## src/rtl/aibcr3_io_seq_pkg.sv

```systemverilog
// Shared types and constants for the AIB IO bring-up/power-down sequencer.
package aibcr3_io_seq_pkg;

    typedef enum logic [2:0] {
        S_IDLE     = 3'd0,
        S_WEAK     = 3'd1,
        S_PADREL   = 3'd2,
        S_RX_EN    = 3'd3,
        S_TX_EN    = 3'd4,
        S_CORE_REL = 3'd5,
        S_LPBK     = 3'd6,
        S_READY    = 3'd7
    } state_t;

    // Fibonacci LFSR x^7 + x^6 + 1: taps on bits 6 and 5, shifting left.
    localparam logic [6:0] LFSR_SEED = 7'h7F;
    localparam logic [6:0] LFSR_TAPS = 7'h60;

    localparam logic [2:0] RXEN_OFF_DEF = 3'b010;

    typedef struct packed {
        logic       padrstb;
        logic       rstb;
        logic [2:0] rxen;
        logic       tx_en;
        logic [1:0] pdrv;
        logic [1:0] ndrv;
        logic       lpbk_en;
        logic       weakpu;
        logic       weakpd;
        logic       rdy;
    } ctl_t;

    function automatic logic [6:0] lfsr_step(input logic [6:0] v);
        return {v[5:0], ^(v & LFSR_TAPS)};
    endfunction

    function automatic ctl_t ctl_idle(input logic [2:0] rxen_off);
        ctl_t c;
        c        = '0;
        c.rxen   = rxen_off;
        c.weakpu = 1'b1;
        return c;
    endfunction

endpackage

```

## src/rtl/aibcr3_io_seq_lpbk.sv

```systemverilog
// Loopback self-test engine: LFSR pattern generator, expected-data delay line,
// comparator and saturating mismatch counter.
module aibcr3_io_seq_lpbk
    import aibcr3_io_seq_pkg::*;
#(
    parameter int LPBK_LEN = 64,
    parameter int LPBK_LAT = 2
) (
    input  logic       clk,
    input  logic       rst,
    input  logic       clr,
    input  logic       start,
    input  logic       en,
    input  logic [1:0] odat,
    output logic [1:0] idat,
    output logic       done,
    output logic       pass,
    output logic [7:0] errcnt
);

    localparam int CW = $clog2(LPBK_LEN);

    logic [6:0]    lfsr;
    logic [6:0]    lfsr_nxt;
    logic [CW-1:0] cnt;
    logic [1:0]    exp_line [LPBK_LAT];
    logic          mismatch;

    assign lfsr_nxt = lfsr_step(lfsr);
    // The delay line is only meaningful once LPBK_LAT patterns have been launched.
    assign mismatch = en && (cnt >= CW'(LPBK_LAT)) && (odat != exp_line[LPBK_LAT-1]);
    assign done     = en && (cnt == CW'(LPBK_LEN - 1));
    assign pass     = (errcnt == 8'd0) && !mismatch;

    always_ff @(posedge clk or posedge rst) begin
        if (rst) begin
            lfsr   <= LFSR_SEED;
            idat   <= 2'b00;
            cnt    <= '0;
            errcnt <= 8'd0;
            for (int i = 0; i < LPBK_LAT; i++) exp_line[i] <= 2'b00;
        end else begin
            if (clr)
                errcnt <= 8'd0;
            else if (mismatch && errcnt != 8'hFF)
                errcnt <= errcnt + 8'd1;

            if (start) begin
                lfsr <= LFSR_SEED;
                idat <= LFSR_SEED[1:0];
                cnt  <= '0;
            end else if (en && !done) begin
                lfsr <= lfsr_nxt;
                idat <= lfsr_nxt[1:0];
                cnt  <= cnt + 1'b1;
            end else begin
                idat <= 2'b00;
            end

            exp_line[0] <= idat;
            for (int i = 1; i < LPBK_LAT; i++) exp_line[i] <= exp_line[i-1];
        end
    end

endmodule

```

## src/rtl/aibcr3_io_seq.sv

```systemverilog
// Per-IO sequencer: walks one AIB IO buffer through weak-pull, pad release, rx/tx
// enable and core release, with an optional loopback self-test before READY.
module aibcr3_io_seq
    import aibcr3_io_seq_pkg::*;
#(
    parameter int         WAIT_CYC = 16,
    parameter int         LPBK_LEN = 64,
    parameter int         LPBK_LAT = 2,
    parameter logic [2:0] RXEN_OFF = RXEN_OFF_DEF
) (
    input  logic       iclk,
    input  logic       irst,
    input  logic       istart,
    input  logic       ipwrdn,
    input  logic       icfg_tx,
    input  logic [2:0] icfg_rxen,
    input  logic [1:0] icfg_pdrv,
    input  logic [1:0] icfg_ndrv,
    input  logic       icfg_lpbk,
    input  logic       iodat0,
    input  logic       iodat1,
    output logic       opadrstb,
    output logic       orstb,
    output logic [2:0] orxen,
    output logic       otx_en,
    output logic [1:0] opdrv,
    output logic [1:0] opndrv,
    output logic       olpbk_en,
    output logic       oidat0,
    output logic       oidat1,
    output logic       oweakpu,
    output logic       oweakpd,
    output logic       ordy,
    output logic       ofail,
    output logic [7:0] oerrcnt,
    output logic [2:0] ostate
);

    localparam int             PCW    = (WAIT_CYC > 1) ? $clog2(WAIT_CYC) : 1;
    localparam logic [PCW-1:0] RELOAD = PCW'(WAIT_CYC - 1);

    state_t         state;
    logic [PCW-1:0] phase_cnt;
    ctl_t           ctl;
    logic           fail;
    logic [1:0]     rst_sync;
    logic [1:0]     lpbk_dat;
    logic           go, phase_done;
    logic           lpbk_start, lpbk_en, lpbk_clr, lpbk_done, lpbk_pass;

    // NOTE: reset asserts asynchronously but releases through two flops, so the FSM
    // cannot leave IDLE on an edge that races the irst deassertion.
    always_ff @(posedge iclk or posedge irst) begin
        if (irst) rst_sync <= 2'b00;
        else      rst_sync <= {rst_sync[0], 1'b1};
    end

    assign go         = istart && !ipwrdn && rst_sync[1];
    assign phase_done = (phase_cnt == '0);
    assign lpbk_start = (state == S_CORE_REL) && icfg_lpbk && !ipwrdn;
    assign lpbk_en    = (state == S_LPBK) && !ipwrdn;
    assign lpbk_clr   = (state == S_IDLE) && go;

    always_ff @(posedge iclk or posedge irst) begin
        if (irst) begin
            state     <= S_IDLE;
            phase_cnt <= RELOAD;
            ctl       <= ctl_idle(RXEN_OFF);
            fail      <= 1'b0;
        end else if (state != S_IDLE && ipwrdn) begin
            // Power-down wins over every other transition; the fail status survives.
            state <= S_IDLE;
            ctl   <= ctl_idle(RXEN_OFF);
        end else begin
            case (state)
                S_IDLE: if (go) begin
                    state     <= S_WEAK;
                    phase_cnt <= RELOAD;
                    fail      <= 1'b0;
                end
                S_WEAK: if (phase_done) begin
                    state       <= S_PADREL;
                    phase_cnt   <= RELOAD;
                    ctl.padrstb <= 1'b1;
                end else phase_cnt <= phase_cnt - 1'b1;
                S_PADREL: if (phase_done) begin
                    state     <= S_RX_EN;
                    phase_cnt <= RELOAD;
                    ctl.rxen  <= icfg_rxen;
                end else phase_cnt <= phase_cnt - 1'b1;
                S_RX_EN: if (phase_done) begin
                    phase_cnt <= RELOAD;
                    if (icfg_tx) begin
                        state      <= S_TX_EN;
                        ctl.tx_en  <= 1'b1;
                        ctl.pdrv   <= icfg_pdrv;
                        ctl.ndrv   <= icfg_ndrv;
                        ctl.weakpu <= 1'b0;
                    end else begin
                        state    <= S_CORE_REL;
                        ctl.rstb <= 1'b1;
                    end
                end else phase_cnt <= phase_cnt - 1'b1;
                S_TX_EN: if (phase_done) begin
                    state    <= S_CORE_REL;
                    ctl.rstb <= 1'b1;
                end else phase_cnt <= phase_cnt - 1'b1;
                S_CORE_REL: if (icfg_lpbk) begin
                    state       <= S_LPBK;
                    ctl.lpbk_en <= 1'b1;
                end else begin
                    state   <= S_READY;
                    ctl.rdy <= 1'b1;
                end
                S_LPBK: if (lpbk_done) begin
                    if (lpbk_pass) begin
                        state       <= S_READY;
                        ctl.lpbk_en <= 1'b0;
                        ctl.rdy     <= 1'b1;
                    end else begin
                        state <= S_IDLE;
                        ctl   <= ctl_idle(RXEN_OFF);
                        fail  <= 1'b1;
                    end
                end
                S_READY: ;
            endcase
        end
    end

    aibcr3_io_seq_lpbk #(
        .LPBK_LEN (LPBK_LEN),
        .LPBK_LAT (LPBK_LAT)
    ) u_lpbk (
        .clk    (iclk),
        .rst    (irst),
        .clr    (lpbk_clr),
        .start  (lpbk_start),
        .en     (lpbk_en),
        .odat   ({iodat1, iodat0}),
        .idat   (lpbk_dat),
        .done   (lpbk_done),
        .pass   (lpbk_pass),
        .errcnt (oerrcnt)
    );

    assign opadrstb = ctl.padrstb;
    assign orstb    = ctl.rstb;
    assign orxen    = ctl.rxen;
    assign otx_en   = ctl.tx_en;
    assign opdrv    = ctl.pdrv;
    assign opndrv   = ctl.ndrv;
    assign olpbk_en = ctl.lpbk_en;
    assign oweakpu  = ctl.weakpu;
    assign oweakpd  = ctl.weakpd;
    assign ordy     = ctl.rdy;
    assign ofail    = fail;
    assign oidat0   = lpbk_dat[0];
    assign oidat1   = lpbk_dat[1];
    assign ostate   = state;

endmodule

```

## config.mk

```make
export PLATFORM = sky130hd
export DESIGN_NAME = aibcr3_io_seq
export DESIGN_NICKNAME = d
export VERILOG_FILES = /design/src/rtl/aibcr3_io_seq_pkg.sv /design/src/rtl/aibcr3_io_seq_lpbk.sv /design/src/rtl/aibcr3_io_seq.sv
export SDC_FILE = /design/constraint.sdc
export NUM_CORES = 1
export LEC_CHECK = 0
export BUFFER_PORTS_ARGS = -buffer_cell sky130_fd_sc_hd__buf_4
export CAP_MARGIN = 25
export CELL_PAD_IN_SITES_DETAIL_PLACEMENT = 0
export CELL_PAD_IN_SITES_GLOBAL_PLACEMENT = 1
export CORE_MARGIN = 4
export CORE_UTILIZATION = 43
export DETAILED_ROUTE_END_ITERATION = 6
export PLACE_DENSITY_LB_ADDON = 0.05
export SLEW_MARGIN = 20
export SYNTH_ARGS = -nofsm -noshare
export SYNTH_HDL_FRONTEND = slang
export SYNTH_SLANG_ARGS = --single-unit
```

## constraint.sdc

```tcl
create_clock -name iclk -period 2.8 [get_ports iclk]
set_input_delay 0.56 -clock iclk [delete_from_list [all_inputs] [get_ports iclk]]
set_output_delay 0.56 -clock iclk [all_outputs]
set_load 0.1 [all_outputs]
```

==> reports/summary.txt <==
status: finished, final reports clean
P&R area growth vs syn: 18.90%
io pins: 43
Initial Util: 45.16%
CTS tree: built
CP arrival: 2.35 ns
gpl congestion: 0.8620
total of max-cap violations: 0
slowest stage delay, CP: 0.48 ns
Post-Syn Area per Cell: 9.860 um2
CTS Buf Count: 5
drt via density: 5.444
CP Launch Type: register
post-synthesis sequential element count: 50
Seq/Total Area, Yosys: 46.57%
Worst slew margin: 55.71%
leak pwr: 0.001486 uW
post-layout min period: 2.150 ns
HPWL after detailed placement: 4.414 mm
Power Total: 3083 uW
placed cell area: 0.003123 mm2
initial antenna violation count: 0
Worst-Margin Slew: 0.6644 ns
Core Box Area: 0.006026 mm2
root buf cell: clkbuf_8
final hold vios: 0
register area: 0.001267 mm2
required time worst endpoint: 3.00 ns
post-synth top area share: 34.02%
Chip Height: 87.56 um
Mapped Area: 0.002721 mm2
Routed Antenna Nets: 0
initial DRC count: 127
Routed Wire Length: 6.131 mm
RSZ-0062 raised after global routing: no
GRT Total Usage: 17.31%
final setup fails: 0
period utilisation layout: 76.77%
Max IR drop VDD: 0.0009418 V
post-CTS sizing: 0
post-layout util: 53.70%
Synth Flop Type: dfrtp_1
Post-CTS Setup Repair Bufs: 0
Worst Skew: 0.006228 ns
clk slew on worst S/H paths: 0.10 ns
Layout fillers: 565
Commonest cells post-synth: 37 x dfrtp_1, 28 x nor2_1, 27 x nand2_1
Sink Count: 50
CTS HTree Levels: 2
Antenna diodes: 0
crit path kind: register to register
Synth cell types: 63
drt drc: 0
synthesis warning total: 0
most numerous cell in the Yosys netlist: dfrtp_1
Power Density: 952.7 mW/mm2
Mapped Cells: 276
Critical Path Slowest Stage Cell: nor3b_2
port bufs: 41
area leader, netlist: dfrtp_1
Setup WS pre-CTS: 0.6654 ns
drt pass-1 iters: 4
PnR worst setup slack: 0.6504 ns
Post-synth EDFFs: 0
largest net degree at the start of global routing: 22
fmax: 465.2 MHz
share of cells above drive strength 1: 28.66%
Tightest Hold Check Type: input port to asynchronous set/reset pin
design area: 0.003236 mm2
Synth Net Count: 296
Multi-input gate area: 0.001338 mm2
R2R Setup Slk: 0.65 ns
via count: 2156
total gr overflow: 0
hold_buf cts: 0
Clock Path Buffers: 2
Setup Total Neg Slack: 0 ns
Die Span X: 87.56 um
DR WL/cell: 15.48 um
CP Cell Sequence: inv_1 > ha_1 > nor3b_2 > a31oi_1 > o211ai_2 > o21ai_4 > mux2_4
Async S/R FF share, synth: 100.0%
CP endpoint kind: register
final max-slew violation count: 0
clk_lat worst skew: 0.31 ns
standard-cell rows: 28
first-pass GRT wire length: 10.43 mm
DIE AREA: 0.007666 mm2
post-layout net count: 340
crit-path max FO: 8
number of global-route vias before repair: 2105
ranking of synthesized cells by area: dfrtp_1 34%, dfstp_2 13%, nor2_1 3.9%
## flip-flops by register name, summed over array words and instances, names as in the netlist, 2 cells and up
name,cells
opdrv,2
u_lpbk.errcnt,8
u_lpbk.exp_line,4
u_lpbk.cnt,6
orxen,3
u_lpbk.lfsr,7
rst_sync,2
u_lpbk.idat,2
phase_cnt,4
ostate,3
opndrv,2
## final timing paths
check	from	to	cells past startpoint
max in group asynchronous	irst	phase_cnt[0]	3
min in group iclk	u_lpbk.exp_line[2]	u_lpbk.exp_line[0]	0
max	phase_cnt[0]	otx_en	7
min	irst	u_lpbk.exp_line[2]	2
max reg2reg	phase_cnt[0]	otx_en	7
min reg2reg	u_lpbk.exp_line[2]	u_lpbk.exp_line[0]	0
## critical path, delay by kind of cell (launching register included)
kind	cells	cell delay [ns]
adders and majority gates	1	0.16
buffers and inverters	1	0.05
AOI/OAI and AO/OA	3	0.64
muxes	1	0.32
and+or+nand+nor	1	0.48
DFF	1	0.39
## cells in the final DEF, fill, tap and decap left out, types with 4 or more instances in the layout
master	n
dfstp_2	13
clkbuf_8	5
mux2i_1	5
ha_1	5
inv_1	12
o21ai_1	11
a21oi_1	11
nand2b_1	4
and3_1	6
buf_4	50
dfrtp_1	37
xnor2_1	9
nand2_1	27
a21o_1	5
nor2_1	28
nor3_1	6
xor2_1	4
nand4_1	4
nor2b_1	4
nand3_1	14
## kinds of logic (layout without fill, tap and decap cells)
logic type	after synthesis	in the layout	synth area share (%)
AOI/OAI and AO/OA	56	56	14.62
xor gates and xnor gates	13	13	4.184
adders and majority gates	5	5	2.299
buffers and inverters	26	71	4.276
DFF	50	50	46.57
muxes	7	7	2.804
other	2	2	0.2760
and+or+nand+nor	117	117	24.97
## final cells by class
cell class / instances / area share [%]
Sequential cell: 50 / 39.17
Clock buffer: 5 / 2.127
Clock inverter: 3 / 1.353
Timing Repair Buffer: 50 / 11.60
Inverter: 13 / 1.508
Multi-Input combinational cell: 200 / 41.34
Tap cell: 75 / 2.900
## report_power, final
part	switching [uW]	total [uW]	internal, uW
registers	136	1080	944
logic	1040	1480	441
clock network	254	522	268
total	1430	3080	1650
## metrics by stage
stage          hold WS, ns  cells
2_1_floorplan       0.3312    276
3_3_place_gp        0.3337    388
3_5_place_dp        0.3355    388
4_1_cts             0.2643    396
5_1_grt             0.2796    396
6_report            0.2603    396
## routing by layer
metal	global-route usage [%]	wire length, um
met4	6.276	110
met2	26.23	2911
met3	3.481	203
met5	0	0
met1	24.64	2905
No activity file was read; power rests on OpenSTA's default activity.
